==> config.mk <==
export PLATFORM = sky130hd
export DESIGN_NAME = mult_seq
export DESIGN_NICKNAME = d
export VERILOG_FILES = /design/src/rtl/mult_pkg.sv /design/src/rtl/mult_datapath.sv /design/src/rtl/mult_seq.sv
export SDC_FILE = /design/constraint.sdc
export NUM_CORES = 1
export LEC_CHECK = 0
export CORE_UTILIZATION = 60
export DETAILED_ROUTE_END_ITERATION = 6
export GPL_TIMING_DRIVEN = 0
export PLACE_DENSITY_LB_ADDON = 0.25
export SLEW_MARGIN = 20
export SYNTH_ARGS = -nofsm -noshare
export SYNTH_HDL_FRONTEND = slang
export SYNTH_SLANG_ARGS = --single-unit
==> constraint.sdc <==
create_clock -name clk -period 7.4 [get_ports clk]
set_clock_uncertainty 0.2 [all_clocks]
set_input_delay 1.48 -clock clk [delete_from_list [all_inputs] [get_ports clk]]
set_output_delay 1.48 -clock clk [all_outputs]
set_load 0.05 [all_outputs]
==> src/rtl/mult_pkg.sv <==
// Shared types and constants for the multi-cycle multiply sequencer.
package mult_pkg;

    localparam int MULT_W     = 32;
    localparam int MULT_CNT_W = 5;

    typedef enum logic [1:0] {
        IDLE = 2'b00,
        CALC = 2'b01,
        DONE = 2'b10
    } mult_state_e;

endpackage

==> src/rtl/mult_datapath.sv <==
// Shift-add datapath: operand magnitudes, accumulator and signed result fix-up.
// With MULT_EARLY_EXIT_EN defined it also reports when the remaining multiplier is exhausted.
module mult_datapath
    import mult_pkg::*;
#(
    parameter int WIDTH = MULT_W
) (
    input  logic             clk,
    input  logic             reset,
    input  logic             load,
    input  logic             step,
    input  logic             finish,
    input  logic             signed_op,
    input  logic [WIDTH-1:0] op_a,
    input  logic [WIDTH-1:0] op_b,
`ifdef MULT_EARLY_EXIT_EN
    output logic             mplier_next_zero,
`endif
    output logic [WIDTH-1:0] product_lo,
    output logic [WIDTH-1:0] product_hi
);

    logic [2*WIDTH-1:0] acc_q, acc_d, acc_next;
    logic [2*WIDTH-1:0] mcand_q, mcand_d;
    logic [2*WIDTH-1:0] prod_q, prod_d;
    logic [WIDTH-1:0]   mplier_q, mplier_d, mplier_next;
    logic [WIDTH-1:0]   mag_a, mag_b;
    logic               neg_q, neg_d;

    always_comb begin
        // Magnitudes are only taken for signed ops; 0x80000000 stays 0x80000000 read as unsigned.
        mag_a       = (signed_op && op_a[WIDTH-1]) ? -op_a : op_a;
        mag_b       = (signed_op && op_b[WIDTH-1]) ? -op_b : op_b;
        acc_next    = mplier_q[0] ? (acc_q + mcand_q) : acc_q;
        mplier_next = mplier_q >> 1;

        acc_d    = acc_q;
        mcand_d  = mcand_q;
        mplier_d = mplier_q;
        neg_d    = neg_q;
        prod_d   = prod_q;

        if (load) begin
            acc_d    = '0;
            mcand_d  = {{WIDTH{1'b0}}, mag_a};
            mplier_d = mag_b;
            neg_d    = signed_op & (op_a[WIDTH-1] ^ op_b[WIDTH-1]);
        end else if (step) begin
            acc_d    = acc_next;
            mcand_d  = mcand_q << 1;
            mplier_d = mplier_next;
            if (finish) begin
                prod_d = neg_q ? -acc_next : acc_next;
            end
        end
    end

    always_ff @(posedge clk) begin
        if (!reset) begin
            acc_q    <= '0;
            mcand_q  <= '0;
            mplier_q <= '0;
            neg_q    <= 1'b0;
            prod_q   <= '0;
        end else begin
            acc_q    <= acc_d;
            mcand_q  <= mcand_d;
            mplier_q <= mplier_d;
            neg_q    <= neg_d;
            prod_q   <= prod_d;
        end
    end

`ifdef MULT_EARLY_EXIT_EN
    assign mplier_next_zero = (mplier_next == '0);
`endif
    assign product_lo = prod_q[WIDTH-1:0];
    assign product_hi = prod_q[2*WIDTH-1:WIDTH];

endmodule

==> src/rtl/mult_seq.sv <==
// Multiply sequencer: IDLE/CALC/DONE control, iteration counter and pipeline freeze.
// Define MULT_EARLY_EXIT_EN to leave CALC as soon as the multiplier runs out of set bits.
module mult_seq
    import mult_pkg::*;
#(
    parameter int WIDTH = MULT_W
) (
    input  logic             clk,
    input  logic             reset,
    input  logic             start,
    input  logic             signed_op,
    input  logic [WIDTH-1:0] op_a,
    input  logic [WIDTH-1:0] op_b,
    output logic             freeze,
    output logic             busy,
    output logic             done,
    output logic [WIDTH-1:0] product_lo,
    output logic [WIDTH-1:0] product_hi
);

    localparam logic [MULT_CNT_W-1:0] LAST_CNT = MULT_CNT_W'(WIDTH - 1);

    mult_state_e             state_q, state_d;
    logic [MULT_CNT_W-1:0]   count_q, count_d;
    logic                    load, step, finish, last_iter;
`ifdef MULT_EARLY_EXIT_EN
    logic                    mplier_next_zero;

    assign last_iter = (count_q == LAST_CNT) || mplier_next_zero;
`else
    assign last_iter = (count_q == LAST_CNT);
`endif

    // freeze is combinational so the multiply is held in EX from the very cycle it is seen.
    always_comb begin
        state_d = state_q;
        count_d = count_q;
        load    = 1'b0;
        step    = 1'b0;
        finish  = 1'b0;
        freeze  = 1'b0;
        done    = 1'b0;
        case (state_q)
            IDLE: begin
                if (start) begin
                    load    = 1'b1;
                    freeze  = 1'b1;
                    count_d = '0;
                    state_d = CALC;
                end
            end
            CALC: begin
                step    = 1'b1;
                freeze  = 1'b1;
                count_d = count_q + MULT_CNT_W'(1);
                if (last_iter) begin
                    finish  = 1'b1;
                    state_d = DONE;
                end
            end
            DONE: begin
                done    = 1'b1;
                state_d = IDLE;
            end
            default: state_d = IDLE;
        endcase
    end

    always_ff @(posedge clk) begin
        if (!reset) begin
            state_q <= IDLE;
            count_q <= '0;
        end else begin
            state_q <= state_d;
            count_q <= count_d;
        end
    end

    assign busy = (state_q != IDLE);

    mult_datapath #(
        .WIDTH (WIDTH)
    ) u_datapath (
        .clk              (clk),
        .reset            (reset),
        .load             (load),
        .step             (step),
        .finish           (finish),
        .signed_op        (signed_op),
        .op_a             (op_a),
        .op_b             (op_b),
`ifdef MULT_EARLY_EXIT_EN
        .mplier_next_zero (mplier_next_zero),
`endif
        .product_lo       (product_lo),
        .product_hi       (product_hi)
    );

endmodule

# After elaboration in Yosys (flattened, before gate mapping)
# Cells that the tools add are included.
op_classes:
  addsub: 5
  multipliers: 0
  n_div: 0
  n_lt_le_gt_ge: 0
  eq_ne: 5
  n_shift: 0
  n_mux: 20
  n_bitwise: 4
  n_reduce_logical: 10
op_table:
  columns: ["op", "count"]
  rows:
  - ["$mux 32", 6]
  - ["$mux 64", 2]
  - ["$add 64x64->64", 1]
  - ["$neg 32->32", 2]
  - ["$neg 64->64", 1]
  - ["$pmux 5 s2", 1]
  - ["$mux 1", 6]
  - ["$reduce_bool 2->1", 3]
  - ["$add 5x1->5 const B", 1]
  - ["$eq 5x5->1 const B", 1]
  - ["$mux 5", 1]
  - ["$mux 2", 2]
  - ["$ne 2x2->1 const B", 2]
  - ["$pmux 2 s2", 1]
  - ["$reduce_and 2->1", 2]
  - ["$reduce_and 3->1", 1]
  - ["$eq 2x1->1 const B", 1]
  - ["$eq 2x2->1 const B", 1]
  - ["$logic_and 1x1->1", 2]
  - ["$logic_not 2->1", 1]
  - ["$not 1->1", 2]
  - ["$pmux 1 s2", 1]
  - ["$reduce_or 2->1", 1]
  - ["$and 1x1->1", 1]
  - ["$xor 1x1->1", 1]
totals:
  regBits: 232
  latch_bits: 0
  mem_bits_rw: 0
  romBits: 0
  in_bits: 68
  output_inout_bits: 67
  elab_cells: 52
  n_memories: 0

# Depth between registers and ports, before layout
# Gate-level depths: netlist of the first run.
depth:
  depth_word: 4
  mapped_depth: 19

# Modules after synthesis
# Synthesis of the first run repeated with hierarchy kept, for this count alone.
unflattened:
  cells_unflattened: 2299
  hier_area_um2: 17606.9
by_module_without_submodules:
  columns: ["module", "n_inst", "cells_each", "area_each_um2"]
  rows:
  - ["mult_datapath", 1, 2262, 17270.3]
  - ["mult_seq", 1, 37, 336.6]

# Worst setup path after synthesis of the first run
# OpenSTA, ideal clock, no wires.
synth_timing:
  kind: "register -> register"
  startpoint: "register u_datapath.mplier_q[0]"
  endpoint: "register u_datapath.prod_q[54]"
  setup_time_ns: 0.074
  arrival_ns: 5.552
  t_required_ns: 7.126
  path_slack_ns: 1.574
  stages_incl_launch_ff: 19
  n_path_buf: 7
  period_less_slack_ns: 5.826
  path_cell_list: "dfxtp_1 -> clkbuf_1 -> clkbuf_1 -> clkbuf_1 -> clkbuf_1 -> clkbuf_1 -> buf_1 -> clkbuf_1 -> mux2i_1 -> ha_1 -> nand4b_2 -> a2111o_1 -> or4_4 -> nor2_4 -> nand3_1 -> or3_4 -> or3_4 -> or4_1 -> a31oi_1"
synth_via:
  elab_chain_len: 3
synth_lines:
  columns: ["element", "line_no", "source"]
  rows:
  - ["from (decl)", "mult_datapath.sv:26", "logic [WIDTH-1:0] mplier_q, mplier_d, mplier_next;"]
  - ["from (signal assigned)", "mult_datapath.sv:68", "mplier_q <= mplier_d;"]
  - ["$mux 64 (*)", "mult_datapath.sv:34", "acc_next = mplier_q[0] ? (acc_q + mcand_q) : acc_q;"]
  - ["$neg 64->64", "mult_datapath.sv:53", "prod_d = neg_q ? -acc_next : acc_next;"]
  - ["$mux 64 (*)", "mult_datapath.sv:53", null]
  - ["to (signal assigned)", "mult_datapath.sv:70", "prod_q <= prod_d;"]
  - ["to (decl)", "mult_datapath.sv:25", "logic [2*WIDTH-1:0] prod_q, prod_d;"]
# Mark *: on every way between the ends. The rest lies on a longest branch, timed or not.
# A chain may end at the register's enable or synchronous reset.

# Worst setup path in the final report of the first run
# Same ends and word-level chain as after synthesis.

==> results of run 1 <==
## per-stage QoR
stage | instances | worst slack (ns)
2_1_floorplan | 2416 | 1.57
3_3_place_gp | 2928 | -0.855
3_5_place_dp | 2928 | -0.891
4_1_cts | 2977 | 0.415
5_1_grt | 2977 | 0.0298
6_report | 2979 | -0.0187
## cells in the mapped netlist, drive strengths merged (22+ instances only)
| library cell | number | area share (%) |
|---|---|---|
| inv | 46 | 1.0 |
| ha | 68 | 4.9 |
| o21ai | 127 | 3.7 |
| o211ai | 26 | 1.1 |
| a211oi | 61 | 2.7 |
| nor2 | 284 | 6.2 |
| o31ai | 32 | 1.5 |
| xor2 | 58 | 2.9 |
| a31oi | 23 | 1.0 |
| a21oi | 230 | 6.7 |
| a21o | 22 | 0.96 |
| xnor2 | 67 | 3.4 |
| nand3 | 51 | 1.5 |
| nand4 | 37 | 1.3 |
| nor4 | 23 | 0.91 |
| dfxtp | 232 | 27 |
| nand2 | 426 | 9.3 |
| nor3 | 70 | 2.1 |
| clkbuf | 119 | 2.6 |
| buf | 37 | 0.91 |
| a311oi | 61 | 3.1 |
## worst min-delay path by stage
stage	from	end	slack [ns]
after floorplan	count_q[3]	count_q[3]	0.21
after global placement	count_q[3]	count_q[3]	0.24
after detailed placement	count_q[3]	count_q[3]	0.24
after CTS	count_q[3]	count_q[3]	0.25
after global routing	u_datapath.prod_q[34]	u_datapath.prod_q[34]	0.27
final	u_datapath.prod_q[34]	u_datapath.prod_q[34]	0.26
## power groups by stage
stage	clock network, mW	logic, mW	registers (mW)
global route	1.62	0.904	1.36
detailed placement	0	0.801	1.38
finish	1.59	0.857	1.36
CTS	1.57	0.812	1.36
global placement	0	0.778	1.38
floorplan	0	0.547	1.36
## tightest hold or removal path, delay by kind of cell, from the launching register on
family	cells	cell delay (ns)
AOI/OAI and AO/OA	1	0.05
DFF	1	0.31
and+or+nand+nor	1	0.05
## area by class of cell
type / count / area [sq um] / area share (%)
buffer: 155 / 604 / 3.00
clock buffer: 34 / 763 / 3.79
inverter: 46 / 173 / 0.858
tap: 378 / 473 / 2.35
antenna: 2 / 5.00 / 0.0249
sequential: 232 / 4640 / 23.1
timing repair buffer: 134 / 1340 / 6.66
multi-input combinational: 1982 / 11800 / 58.8
clock inverter: 16 / 287 / 1.42
## state kept, by name, indices dropped and copies added (netlist names)
register,flops
count_q,5
state_q,2
u_datapath.acc_q,64
u_datapath.mcand_q,64
u_datapath.mplier_q,32
u_datapath.neg_q,1
u_datapath.prod_q,64
## cell families (layout without fill, tap and decap cells)
family	after synthesis	after routing	synth area share, %
AO/OA/AOI/OAI	728	728	28.3
XOR/XNOR	125	125	6.34
flip-flops	232	232	26.9
adder cells (fa/ha/maj)	69	69	5.05
buffers and inverters	202	385	4.50
multiplexers	23	23	1.36
other	0	2	0
AND/OR/NAND/NOR	1037	1037	27.6
## timing repair
action,CTS,global route
resized for setup,4,0
setup endpoints to repair,24,0
buffers inserted,0,0
## routing by layer
layer,vias to the layer above,share of wire (%),track usage [%]
met5,-,0.12,0
met4,12,9.6,39.9
met3,524,13,14.1
met2,1646,43,74.6
met1,9452,35,53.2
li1,9154,-,-
==> flow_summary.toml, run 1 <==
[worst_setup_path]
slowest_delay_ns = 0.61
crit_chain = "clkbuf_2 -> clkbuf_2 -> clkbuf_2 -> clkbuf_1 -> buf_2 -> clkbuf_1 -> mux2i_1 -> ha_1 -> nand4b_2 -> a2111o_1 -> or4_4 -> nor2_4 -> nand3_1 -> or3_4 -> or3_4 -> or4_1 -> a31oi_1"
critPathCaptureType = "register"
crit_end = "u_datapath.prod_q[54]"
cp_top_family = "buffers and inverters"
r2r_slack_ns = -0.02
worstSetupStartpoint = "u_datapath.mplier_q[0]"
crit_top_cell = "clkbuf_2"
critPathKind = "reg2reg"
crit_slowest_cell = "clkbuf_1"
r2r_cells = 17
critPathMaxFanout = 19
cp.arrival_ns = 7.70
critPathRequiredTime_ns = 7.69
reg2reg_to = "u_datapath.prod_q[54]"
r2r_start = "u_datapath.mplier_q[0]"
crit_buf_inv = 6
critPathLaunchType = "register"
cp.depth = 17

[layout]
syn2layout_area_growth_pct = 16.7
post-route-util_pct = 71.9
nets = 2716
num-fill-cells = 2205
final_common_cell = "nand2_1"
layout-drive-gt1-share_pct = 4.42
final_area_sq_mm = 0.0201
layout_common_cells = "nand2_1, nor2_1, dfxtp_1"

[drt]
drtIter0Drc = 2911
vias = 20800
wl_per_cell_um = 24.1
wirelength_um = 71900
ant_nets = 0
drt_first_pass_iters = 7
via_per_inst = 6.98
drc = 2

[grt]
antenna_found_initial = 7
grt_pass1_wl_um = 107000
grt_max_degree = 20
grt_pass1_vias = 19500
grt.overflow.total = 0
grt_use_total_pct = 47.6

[clock_tree]
htree_num_levels = 1
cts_made_buffers = 28
cts.clk_slew.worst_paths_ns = 0.07
cts_sinks = 232
cts_hold_buf = 0
clockRootBuffer = "clkbuf_16"
clockBufferDepth = 3
clk_latency_ns = 0.58
cts_tree = "built"

[sta]
tns_ns = -0.0187
period_share_pct = 100
fin_crit_ns = 7.42
hold_viol = 0
max_freq_ghz = 0.135
tightest_slew_ns = 1.17
timing.final.ws_setup_ns = -0.0187
slew-limit-headroom_pct = 21.9
setup_violations = 1
drv_slew = 0
whs_ns = 0.260
rsz0062_at_grt = "no"

[power_and_ir_drop]
p_leak_nw = 7.02
combPwrFrac_pct = 22.5
p_int_mw = 2.56
power_density_mw_per_mm2 = 189
switchingPower_mw = 1.25
ir_drop_mv = 0.181
clkPwrFrac_pct = 41.8
power_frac_seq_pct = 35.7
power_mw = 3.81
switching_share_pct = 32.8

[logic_synthesis]
syn_area_per_cell_sq_um = 7.14
yosysSeqAreaShare_pct = 26.9
synth_seq_cells = 232
synth_fp_nets = 2553
yosys_warnings = 0
netlist_area_sq_mm = 0.0173
synth-edff-count = 0
synth.distinct_cells = 97
synthCells = 2416
synthFlopType = "dfxtp_1"
async_reset_ff_share_pct = 0

[floorplanning]
fp.dieArea_sq_mm = 0.0294
initial_core_util_pct = 61.6
coreArea_sq_mm = 0.0280
dieWidth_um = 172
die_y_um = 172
placementRows = 61
pin_count = 135

[worst_hold_path]
hold_path_depth = 2
holdCritPathClass = "reg2reg"

[outcome]
status = "finished, violations left"
violations = "design-rule violations, negative setup slack"

[place]
post_dp_cell_area_sq_mm = 0.0191
hpwl_um = 53100
io_buffers = 134
gp_congestion = 1.14

[job]
cap_violations = 0
Power figures use the tool's default switching activity.
==> run 2, diff against run 1 <==
- CELL_PAD_IN_SITES_DETAIL_PLACEMENT: default -> 0
- CELL_PAD_IN_SITES_GLOBAL_PLACEMENT: default -> 1
- CORE_UTILIZATION: 60 -> 44
- CTS_CLUSTER_DIAMETER: default -> 60
- SLEW_MARGIN: 20 -> default
==> flow_summary.toml, run 2 (synthesized netlist as in run 1, its figures left out) <==
[outcome]
status = "finished, violations left"
violations = "design-rule violations"

[floorplanning]
coreArea_sq_mm = 0.0386
initial_core_util_pct = 44.6
placementRows = 72
pin_count = 135
dieWidth_um = 200
die_y_um = 200
fp.dieArea_sq_mm = 0.0400

[worst_setup_path]
critPathLaunchType = "register"
critPathCaptureType = "register"
crit_chain = "clkbuf_2 -> clkbuf_2 -> clkbuf_1 -> buf_2 -> clkbuf_1 -> mux2i_1 -> ha_1 -> nand4b_2 -> a2111o_1 -> or4_4 -> nor2_4 -> nand3_1 -> or3_4 -> or3_4 -> or4_1 -> a31oi_1"
critPathRequiredTime_ns = 7.68
critPathMaxFanout = 28
crit_slowest_cell = "clkbuf_2"
cp.arrival_ns = 7.13
critPathKind = "reg2reg"
slowest_delay_ns = 0.77

[layout]
top_regs = "u_datapath.acc_q x64, u_datapath.mcand_q x64, u_datapath.prod_q x64"
post-route-util_pct = 52.6
num-fill-cells = 3856
layout-drive-gt1-share_pct = 4.52
final_area_sq_mm = 0.0203
nets = 2722
layout_common_cells = "nand2_1, nor2_1, dfxtp_1"
layout.cells.non_filler = 3126
final_common_cell = "nand2_1"
syn2layout_area_growth_pct = 17.9
num_antenna_cells = 0

[clock_tree]
htree_num_levels = 2
clockRootBuffer = "clkbuf_16"
cts_tree = "built"
post_cts_buffers = 0
clockBufferDepth = 3
cts_hold_buf = 0
clk_latency_ns = 0.57
cts_resized = 3
cts_sinks = 232
cts.clk_slew.worst_paths_ns = 0.06
cts_made_buffers = 34

[drt]
via_per_inst = 6.22
wirelength_um = 74000
wl_per_cell_um = 23.7
drtIter0Drc = 1609
vias = 19400
ant_nets = 0
drt_first_pass_iters = 7
drc = 1

[worst_hold_path]
holdCritPathClass = "reg2reg"

[grt]
busiest_layer = "met2"
globalRouteMet2Util_pct = 60.0
met3_usage_pct = 4.91
grt_use_total_pct = 36.6
grt_max_degree = 20
grt_pass1_vias = 18100
antenna_found_initial = 0
grt_pass1_wl_um = 109000
grt.overflow.total = 0
gr-usage-met1_pct = 44.6

[sta]
max_freq_ghz = 0.146
hold_viol = 0
fin_crit_ns = 6.85
drv_slew = 0
rsz0062_at_grt = "no"
slew-limit-headroom_pct = 6.26
period_share_pct = 92.6
setup_violations = 0
whs_ns = 0.252
timing.final.ws_setup_ns = 0.551
tightest_slew_ns = 1.39
tns_ns = 0

[power_and_ir_drop]
p_leak_nw = 7.04
ir_drop_mv = 0.136
power_mw = 3.80
power_density_mw_per_mm2 = 187

[place]
post_dp_cell_area_sq_mm = 0.0193
gp_congestion = 1.02
hpwl_um = 58400
dp_slack_ns = -1.08
placed_cells = 3068
io_buffers = 134

[job]
cap_violations = 0
[run 2: cell types whose count changed in the layout (fill, tap and decap cells not counted), moves of 3 or more]
cell,delta
bufinv_16,-7
clkbuf_16,+7
clkbuf_1,+6
o311ai_0,+3
o311ai_1,-3
[run 2: power by group]
part	switching [mW]	total [mW]	internal, mW
registers	0.0572	1.36	1.30
logic	0.564	0.843	0.278
clock network	0.656	1.60	0.941
total	1.28	3.80	2.52
[run 2: worst max-delay path, delay by kind of cell, from the launching register on]
family,cells,cell delay [ns]
and+or+nand+nor,7,2.22
muxes,1,0.37
DFF,1,0.36
AOI/OAI and AO/OA,2,0.59
adders and majority gates,1,0.28
buffers and inverters,5,2.71
[run 2: metal layers]
layer | vias to the layer above | part of all wire (%) | wire length, um
met5 | - | 0 | 0
met4 | 0 | 7.0 | 5190
met3 | 233 | 7.1 | 5230
met2 | 871 | 46 | 34000
met1 | 9209 | 40 | 29600
li1 | 9135 | - | -
[run 2: cell type report]
cell class	instances	area [sq um]	share of cell area, %
buffer	154	599	2.95
clock buffer	49	988	4.86
clock inverter	10	103	0.504
inverter	46	173	0.849
multi-input combinational	1982	11800	58.2
sequential	232	4640	22.8
tap	518	648	3.19
timing repair buffer	135	1350	6.62
[run 2: worst paths after layout]
check | from | to | slack (ns) | cells after the start
setup / recovery | u_datapath.mplier_q[0] | u_datapath.prod_q[54] | 0.55 | 16
hold / removal | count_q[3] | count_q[3] | 0.25 | 1
setup reg to reg | u_datapath.mplier_q[0] | u_datapath.prod_q[54] | 0.55 | 16
hold reg to reg | count_q[3] | count_q[3] | 0.25 | 1
